## src/rtl/tcdm2axi_bridge.sv

```systemverilog
// TCDM requester to AXI4 master bridge: each TCDM access becomes one single-beat
// AXI transaction, strictly one outstanding transfer at a time.
module tcdm2axi_bridge #(
    parameter int AXI_ADDR_WIDTH = 32,
    parameter int AXI_DATA_WIDTH = 64,
    parameter int AXI_USER_WIDTH = 6,
    parameter int AXI_ID_WIDTH   = 6,
    parameter int AXI_ID         = 0
) (
    input  logic                        clk_i,
    input  logic                        rst_ni,

    input  logic                        tcdm_slave_req_i,
    input  logic [31:0]                 tcdm_slave_add_i,
    input  logic                        tcdm_slave_we_n_i,
    input  logic [3:0]                  tcdm_slave_be_i,
    input  logic [31:0]                 tcdm_slave_data_i,
    output logic                        tcdm_slave_gnt_o,
    output logic                        tcdm_slave_r_valid_o,
    output logic [31:0]                 tcdm_slave_r_data_o,
    output logic                        tcdm_slave_r_opc_o,

    output logic                        axi_master_aw_valid_o,
    output logic [AXI_ADDR_WIDTH-1:0]   axi_master_aw_addr_o,
    output logic [2:0]                  axi_master_aw_prot_o,
    output logic [3:0]                  axi_master_aw_region_o,
    output logic [7:0]                  axi_master_aw_len_o,
    output logic [2:0]                  axi_master_aw_size_o,
    output logic [1:0]                  axi_master_aw_burst_o,
    output logic                        axi_master_aw_lock_o,
    output logic [3:0]                  axi_master_aw_cache_o,
    output logic [3:0]                  axi_master_aw_qos_o,
    output logic [AXI_ID_WIDTH-1:0]     axi_master_aw_id_o,
    output logic [AXI_USER_WIDTH-1:0]   axi_master_aw_user_o,
    input  logic                        axi_master_aw_ready_i,

    output logic                        axi_master_w_valid_o,
    output logic [AXI_DATA_WIDTH-1:0]   axi_master_w_data_o,
    output logic [AXI_DATA_WIDTH/8-1:0] axi_master_w_strb_o,
    output logic [AXI_USER_WIDTH-1:0]   axi_master_w_user_o,
    output logic                        axi_master_w_last_o,
    input  logic                        axi_master_w_ready_i,

    input  logic                        axi_master_b_valid_i,
    input  logic [1:0]                  axi_master_b_resp_i,
    input  logic [AXI_ID_WIDTH-1:0]     axi_master_b_id_i,
    output logic                        axi_master_b_ready_o,

    output logic                        axi_master_ar_valid_o,
    output logic [AXI_ADDR_WIDTH-1:0]   axi_master_ar_addr_o,
    output logic [2:0]                  axi_master_ar_prot_o,
    output logic [3:0]                  axi_master_ar_region_o,
    output logic [7:0]                  axi_master_ar_len_o,
    output logic [2:0]                  axi_master_ar_size_o,
    output logic [1:0]                  axi_master_ar_burst_o,
    output logic                        axi_master_ar_lock_o,
    output logic [3:0]                  axi_master_ar_cache_o,
    output logic [3:0]                  axi_master_ar_qos_o,
    output logic [AXI_ID_WIDTH-1:0]     axi_master_ar_id_o,
    output logic [AXI_USER_WIDTH-1:0]   axi_master_ar_user_o,
    input  logic                        axi_master_ar_ready_i,

    input  logic                        axi_master_r_valid_i,
    input  logic [AXI_DATA_WIDTH-1:0]   axi_master_r_data_i,
    input  logic [1:0]                  axi_master_r_resp_i,
    input  logic                        axi_master_r_last_i,
    input  logic [AXI_ID_WIDTH-1:0]     axi_master_r_id_i,
    output logic                        axi_master_r_ready_o,

    output logic                        busy_o
);

    typedef enum logic [2:0] {IDLE, WR, WR_B, RD_A, RD_D, RSP} state_t;

    localparam int unsigned LANES  = AXI_DATA_WIDTH / 32;
    localparam int unsigned LANE_W = (LANES > 1) ? $clog2(LANES) : 1;
    localparam int unsigned STRB_W = AXI_DATA_WIDTH / 8;

    state_t                     state, state_next;
    logic [29:0]                addr_q;
    logic [3:0]                 be_q;
    logic [31:0]                wdata_q;
    logic [31:0]                rdata_q;
    logic                       opc_q;
    logic                       aw_done, w_done;
    logic [LANE_W-1:0]          lane;
    logic [LANES-1:0][31:0]     r_lanes;
    logic                       aw_hs, w_hs, b_hs, ar_hs, r_hs;
    logic                       unused;

    assign unused = ^{tcdm_slave_add_i[1:0], axi_master_b_id_i, axi_master_r_last_i,
                      axi_master_r_id_i, axi_master_b_resp_i[0], axi_master_r_resp_i[0]};

    // Reset also masks the grant so a held request is never accepted while in reset
    assign tcdm_slave_gnt_o = tcdm_slave_req_i & (state == IDLE) & rst_ni;

    assign lane    = LANE_W'(32'(addr_q) % LANES);
    assign r_lanes = axi_master_r_data_i;

    assign aw_hs = axi_master_aw_valid_o & axi_master_aw_ready_i;
    assign w_hs  = axi_master_w_valid_o  & axi_master_w_ready_i;
    assign b_hs  = axi_master_b_valid_i  & axi_master_b_ready_o;
    assign ar_hs = axi_master_ar_valid_o & axi_master_ar_ready_i;
    assign r_hs  = axi_master_r_valid_i  & axi_master_r_ready_o;

    always_ff @(posedge clk_i or negedge rst_ni) begin
        if (!rst_ni) state <= IDLE;
        else         state <= state_next;
    end

    always_comb begin
        state_next = state;
        case (state)
            IDLE: if (tcdm_slave_gnt_o) state_next = tcdm_slave_we_n_i ? RD_A : WR;
            WR:   if ((aw_done | aw_hs) & (w_done | w_hs)) state_next = WR_B;
            WR_B: if (b_hs) state_next = RSP;
            RD_A: if (ar_hs) state_next = RD_D;
            RD_D: if (r_hs) state_next = RSP;
            RSP:  state_next = IDLE;
            default: state_next = IDLE;
        endcase
    end

    always_comb begin
        axi_master_aw_valid_o = 1'b0;
        axi_master_w_valid_o  = 1'b0;
        axi_master_b_ready_o  = 1'b0;
        axi_master_ar_valid_o = 1'b0;
        axi_master_r_ready_o  = 1'b0;
        tcdm_slave_r_valid_o  = 1'b0;
        busy_o                = (state != IDLE);
        case (state)
            WR: begin
                axi_master_aw_valid_o = ~aw_done;
                axi_master_w_valid_o  = ~w_done;
            end
            WR_B:    axi_master_b_ready_o  = 1'b1;
            RD_A:    axi_master_ar_valid_o = 1'b1;
            RD_D:    axi_master_r_ready_o  = 1'b1;
            RSP:     tcdm_slave_r_valid_o  = 1'b1;
            default: ;
        endcase
    end

    always_ff @(posedge clk_i or negedge rst_ni) begin
        if (!rst_ni) begin
            addr_q  <= '0;
            be_q    <= '0;
            wdata_q <= '0;
            rdata_q <= '0;
            opc_q   <= 1'b0;
            aw_done <= 1'b0;
            w_done  <= 1'b0;
        end else begin
            if (tcdm_slave_gnt_o) begin
                addr_q  <= tcdm_slave_add_i[31:2];
                be_q    <= tcdm_slave_be_i;
                wdata_q <= tcdm_slave_data_i;
                aw_done <= 1'b0;
                w_done  <= 1'b0;
            end
            if (aw_hs) aw_done <= 1'b1;
            if (w_hs)  w_done  <= 1'b1;
            if (b_hs) begin
                rdata_q <= '0;
                opc_q   <= axi_master_b_resp_i[1];
            end
            if (r_hs) begin
                rdata_q <= r_lanes[lane];
                opc_q   <= axi_master_r_resp_i[1];
            end
        end
    end

    assign tcdm_slave_r_data_o = rdata_q;
    assign tcdm_slave_r_opc_o  = opc_q;

    assign axi_master_aw_addr_o   = AXI_ADDR_WIDTH'({addr_q, 2'b00});
    assign axi_master_aw_len_o    = 8'd0;
    assign axi_master_aw_size_o   = 3'd2;
    assign axi_master_aw_burst_o  = 2'b01;
    assign axi_master_aw_id_o     = AXI_ID_WIDTH'(AXI_ID);
    assign axi_master_aw_prot_o   = '0;
    assign axi_master_aw_region_o = '0;
    assign axi_master_aw_lock_o   = 1'b0;
    assign axi_master_aw_cache_o  = '0;
    assign axi_master_aw_qos_o    = '0;
    assign axi_master_aw_user_o   = '0;

    assign axi_master_w_data_o = {LANES{wdata_q}};
    assign axi_master_w_strb_o = STRB_W'(be_q) << {lane, 2'b00};
    assign axi_master_w_last_o = 1'b1;
    assign axi_master_w_user_o = '0;

    assign axi_master_ar_addr_o   = AXI_ADDR_WIDTH'({addr_q, 2'b00});
    assign axi_master_ar_len_o    = 8'd0;
    assign axi_master_ar_size_o   = 3'd2;
    assign axi_master_ar_burst_o  = 2'b01;
    assign axi_master_ar_id_o     = AXI_ID_WIDTH'(AXI_ID);
    assign axi_master_ar_prot_o   = '0;
    assign axi_master_ar_region_o = '0;
    assign axi_master_ar_lock_o   = 1'b0;
    assign axi_master_ar_cache_o  = '0;
    assign axi_master_ar_qos_o    = '0;
    assign axi_master_ar_user_o   = '0;

endmodule

```

## config.mk

```make
export PLATFORM = sky130hd
export DESIGN_NAME = tcdm2axi_bridge
export DESIGN_NICKNAME = d
export VERILOG_FILES = /design/src/rtl/tcdm2axi_bridge.sv
export SDC_FILE = /design/constraint.sdc
export NUM_CORES = 1
export LEC_CHECK = 0
export ABC_AREA = 1
export BUFFER_PORTS_ARGS = -buffer_cell sky130_fd_sc_hd__buf_4
export CAP_MARGIN = 20
export CORE_AREA = 3 3 161 163
export DETAILED_ROUTE_END_ITERATION = 8
export DIE_AREA = 0 0 164 166
export GPL_TIMING_DRIVEN = 0
export HOLD_SLACK_MARGIN = 0.06
export PLACE_DENSITY = 0.6
export REMOVE_ABC_BUFFERS = 1
export SLEW_MARGIN = 20
export SYNTH_ARGS = -nofsm -noshare
export SYNTH_HDL_FRONTEND = slang
export SYNTH_SLANG_ARGS = --single-unit
```

## constraint.sdc

```tcl
create_clock -name clk_i -period 2.6 [get_ports clk_i]
set_input_delay 0.13 -clock clk_i [delete_from_list [all_inputs] [get_ports clk_i]]
set_output_delay 0.13 -clock clk_i [all_outputs]
set_load 0.03 [all_outputs]
```

After elaboration in Yosys (flattened, before gate mapping)
Index checks and enable logic that the tools add are counted.
{ "classes": {"reduce_logical": 6, "n_shift": 1, "magnitude_cmp": 1, "n_bitwise": 12, "eq_ne": 10, "mux": 22} }
{ "op_table": {"columns": ["operator", "n"], "rows": [
  ["32-bit two-way mux", 4],
  ["3-bit two-way mux", 5],
  ["3-bit one-hot mux with 5 select lines", 1],
  ["1-bit two-way mux", 11],
  ["2-bit != test (second input constant)", 5],
  ["1-bit AND", 8],
  ["4-bit by 3-bit left shift with 8-bit output", 1],
  ["3-bit by 2-bit == test with 1-bit output (second input constant)", 2],
  ["3-bit == test (second input constant)", 2],
  ["2-bit nonzero test", 3],
  ["5-bit AND reduction", 1],
  ["3-bit by 1-bit == test with 1-bit output (second input constant)", 1],
  ["3-bit zero test", 1],
  ["3-bit nonzero test", 1],
  ["1-bit by 2-bit < comparator with 1-bit output (second input constant)", 1],
  ["2-bit two-way mux", 1],
  ["1-bit inverter", 2],
  ["1-bit bitwise OR", 2]
]} }
{ "word_totals": {"output_inout_bits": 266, "in_bits": 158, "elab_cells": 60, "regBits": 104} }

Logic depth before layout (Yosys ltp)
{ "depth": {"word_depth": 7, "mapped_depth": 9, "ltp_nobuf": 8} }

Least setup slack after synthesis
No wires, ideal clock.
{ "synth_timing": {"kind": "register to register", "startpoint": "register state[0]", "endpoint": "register state[0]", "path_buffers": 0, "stages_incl_launch_ff": 8, "required_ns": 2.483, "setup_time_ns": 0.117, "period_less_slack_ns": 1.474, "path_slack_ns": 1.126, "arrival_ns": 1.357, "cell_sequence": "dfrtp_1 nand2_1 nor2_1 nand2_1 nand2_1 nor2_1 nand3_1 nand2_1"} }
{ "synth_via": {"elab_cells_between_ends": 27, "cone_classes": "9 x eq/ne; 6 x mux; 10 x bitwise; 2 x reduce/logical"} }
{ "synth_lines": {"columns": ["element", "line", "source"], "rows": [
  ["start, declared", "79", "state_t state, state_next;"],
  ["start signal, assigned", "108", "else state <= state_next;"],
  ["3-bit by 2-bit == test with 1-bit output", "132", "case (state)"],
  ["1-bit two-way mux", "132", null],
  ["named net axi_master_ar_valid_o", "49", "output logic axi_master_ar_valid_o,"],
  ["1-bit AND", "103", "assign ar_hs = axi_master_ar_valid_o & axi_master_ar_ready_i;"],
  ["2-bit != test (no source line)", null, null],
  ["5-bit AND reduction (no source line)", null, null]
]} }
The timed path passes the listed nets, and every way through them passes these cells.
A chain may end at the register's enable or synchronous reset.

Final worst setup path
{ "layout_timing": {"startpoint": "input rst_ni", "endpoint": "output tcdm_slave_gnt_o"} }
{ "layout_via": {"elab_chain_len": 1} }
{ "layout_lines": {"columns": ["element", "line", "source"], "rows": [
  ["start, declared", "11", "input logic rst_ni,"],
  ["1-bit AND", "95", "assign tcdm_slave_gnt_o = tcdm_slave_req_i & (state == IDLE) & rst_ni;"],
  ["end, declared", "18", "output logic tcdm_slave_gnt_o,"]
]} }
Every way passes these cells.

==> results.md <==
- Run status: completed
- Slew @ Worst Pin: 0.789 ns
- Post-detailed-placement half-perimeter wirelength: 13.4 mm
- Top cell type by total area after synthesis: dfrtp_1
- Critical path, cell by cell: dlygate4sd3_1 > buf_6 > buf_16 > nand2_4 > nor2_4 > buf_16 > buf_4
- Placed insts: 1235
- Area fraction in and, or, nand and nor cells after synthesis: 0.212
- Capturing element of the worst setup path: tcdm_slave_gnt_o
- Cell count of the worst hold path: 3
- Hold Startpoint: tcdm_slave_be_i[3]
- Proportion of synthesized chip area in sequential cells: 0.424
- Slack of the worst reg-to-reg path: 0.19 ns
- Root Driver: clkbuf_16
- Avg Cell Area, Syn: 8.86 µm²
- Cell count after synthesis: 692
- Area growth, synth to finish: 46.9%
- Final-layout worst hold slack: 0.0755 ns
- Gpl congestion: 0.727
- RSZ-0062 raised after global routing: false
- Main combinational cell family by area after synthesis: buffers and inverters
- Category of the critical setup timing path: primary input to output port
- Filler-free cell count of the finished design: 1327
- Worst setup SP type: primary input
- Storage element area: 2600 µm²
- Shortest period the worst path allows: 2.42 ns
- Final hold viol count: 0
- Post-cts gate resize count: 0
- Starting density of the core: 0.251
- Antenna violations before repair: 0
- Unique cell type count in the Yosys netlist: 26
- First DRT Iteration DRCs: 176
- Compound-gate portion of the synthesized area: 0.127
- Vias: 5267
- Maximum fanout along the worst path: 65
- Arrival time of data at the critical path endpoint: 2.29 ns
- Instance count on the critical path: 7
- Core area: 24500 µm²
- Reg-to-reg critical path startpoint: state[1]$_DFFE_PN0P_
- Number of rows in the core area: 57
- Summed instance area of the synthesized netlist: 6130 µm²
- Tot GR Track Use: 0.131
- Via count of the first global-routing pass: 5069
- Pin count of the biggest net entering global routing: 66
- Adder and majority cell fraction of the synthesized area: 0
- Wire length of the first global-routing pass: 28.4 mm
- Top-area cell type share of the netlist area: 0.424
- Total count of max-transition violations in the final report: 0
- Number of input and output port buffers inserted: 313
- Type of the tightest min-delay check: primary input to flop
- WP buf/inv: 5
- Area of the multi-input gates: 2440 µm²
- Number of cells traversed by the worst register-to-register path: 9
- Power per cell area: 1210 nW/µm²
- Sink Count: 104
- Post-synthesis register bit count: 104
- Relative slew slack: 0.473
- Critical Path Source: rst_ni
- Clock insertion delay at the later pin of the skew report: 0.35 ns
- Ratio of cells with drive above 1 in the final layout: 0.441
- Ratio of final minimum period to clock period: 0.932
- Clock tree from TritonCTS: yes
- Yosys warning count: 0
- Leakage: 0.00470 µW
- Detailed-route wire length per cell: 14.2 µm
- Ports: 424
- Number of nets at the end of the flow: 1156
- Count of inserted antenna diode cells: 0
- Max Root-Sink Buffers: 2
- Die extent in x: 164 µm
- TritonCTS Buffers: 9
- Vertical die dimension: 166 µm
- Fin Setup TNS: 0 ns
- Max-cap violation count: 0
- Nature of the critical path endpoint: output port
- Crit path max-delay family: buffers and inverters
- DRC violations left: 0
- Setup Viol. Count Final: 0
- Overall routed net length: 18.9 mm
- Worst EP required: 2.47 ns
- Overall die area: 27200 µm²
- Aggregate global routing overflow: 0
- Register clock-pin slew on the reported worst setup and hold paths: 0.06 ns
- Fraction of synthesized area in multiplexers: 0
- Highest cell delay on the worst timing path: 0.56 ns
- Clock Skews: 0.0109 ns
- Critical Path Most Common Cell: buf_16
- Critical Path Slowest Stage Cell: dlygate4sd3_1
- TritonRoute pass-1 iters: 4
- Via count normalized by instance count: 3.97
- Area contributors post-synth: dfrtp_1 (42%), buf_4 (19%), nand2_1 (9.2%)
- H-Tree Depth: 3
- Largest vdd supply drop: 638 µV
- XOR/XNOR Fraction of Synth Area: 0
- Share of the core filled with cells in the final layout: 0.368
- Reg2reg end: tcdm_slave_r_opc_o$_DFFE_PN0P_
- Maximum clock frequency: 413 MHz
- Filler cell count in the final layout: 2494
- Detail Route Antenna Nets: 0
==> cell type report <==
cell class / count / share of cell area
clock buffers: 11 / 0.0269
clock inverters: 5 / 0.00444
inverters: 19 / 0.00903
multi-input cells: 473 / 0.271
flip-flops and latches: 104 / 0.289
well taps: 324 / 0.0450
repair buffers: 391 / 0.355
==> cell usage after synthesis <==
| master | instances |
|---|---|
| nand2_1 | 151 |
| nor2_1 | 12 |
| nand3_2 | 1 |
| o21ai_2 | 29 |
| nand3_1 | 6 |
| buf_4 | 159 |
| inv_1 | 15 |
| nor2_2 | 1 |
| a21oi_1 | 2 |
| o21ai_1 | 8 |
| and2_1 | 1 |
| nor2_4 | 4 |
| nand2_2 | 3 |
| nand4_1 | 1 |
| inv_4 | 1 |
| clkbuf_1 | 18 |
| or2_2 | 32 |
| inv_2 | 2 |
| nand2_4 | 32 |
| conb_1 | 2 |
| buf_12 | 3 |
| buf_2 | 8 |
| dfrtp_1 | 104 |
| inv_8 | 1 |
| o21ai_0 | 95 |
| nor3_1 | 1 |
==> timing repair <==
| action | CTS | global route |
|---|---|---|
| endpoints found under the hold margin | 119 | 0 |
| hold buffers | 74 | 0 |
| setup endpoints to repair | 1 | 0 |
| setup buffers | 1 | 0 |
==> sequential cells by signal, indices dropped and copies added, names as in the netlist <==
name / flops
addr_q: 30
tcdm_slave_r_data_o: 32
w_done: 1
wdata_q: 32
state: 3
aw_done: 1
be_q: 4
tcdm_slave_r_opc_o: 1
==> tightest hold or removal path: stages <==
cell	delay, ns
buf_4	0.08
nand2_1	0.08
o21ai_1	0.09
==> power breakdown <==
group	leakage, µW	internal, µW	switching, µW
sequential	0.00132	2280	717
combinational	0.00324	2280	4240
clock	0.000140	687	652
==> per-layer routing <==
layer / global-route usage / vias to the layer above / wire (µm)
met5: 0 / - / 0
met4: 0.0243 / 0 / 99
met3: 0.0292 / 9 / 1670
met2: 0.233 / 258 / 9350
met1: 0.162 / 2438 / 7750
li1: - / 2562 / -
==> layout by cell type (no fill, tap or decap), drive strengths merged, types with 2 or more instances in the layout <==
master,count
inv,21
dlygate4sd3,73
nand3,7
o21ai,132
buf,318
or2,32
nor2,18
clkbuf,11
a21oi,2
clkinv,3
conb,93
dfrtp,104
nand2,186
==> logic make-up after synthesis <==
family,count (synthesis)
AND/OR/NAND/NOR,245
buffers and inverters,207
AO/OA/AOI/OAI,134
flip-flops,104
other,2
==> worst min-delay path by stage <==
stage / to / slack, ns
after detailed placement: tcdm_slave_r_data_o[5]$_DFFE_PN0P_ / 0.12
after CTS: tcdm_slave_r_data_o[15]$_DFFE_PN0P_ / 0.06
final: be_q[3]$_DFFE_PN0P_ / 0.08
after global placement: wdata_q[15]$_DFFE_PN0P_ / 0.33
after floorplan: addr_q[0]$_DFFE_PN0P_ / -0.17
after global routing: be_q[3]$_DFFE_PN0P_ / 0.08
==> per-stage QoR <==
stage	area, µm²	setup slack, ns	power [µW]
after global routing	9010	0.0253	11500
after detailed placement	7960	-0.133	9470
after global placement	7870	-3.32	9410
after CTS	9010	0.120	11000
final	9010	0.176	10900
after floorplan	5110	0.302	6800
Note: power is estimated with default switching activity, not from simulation.
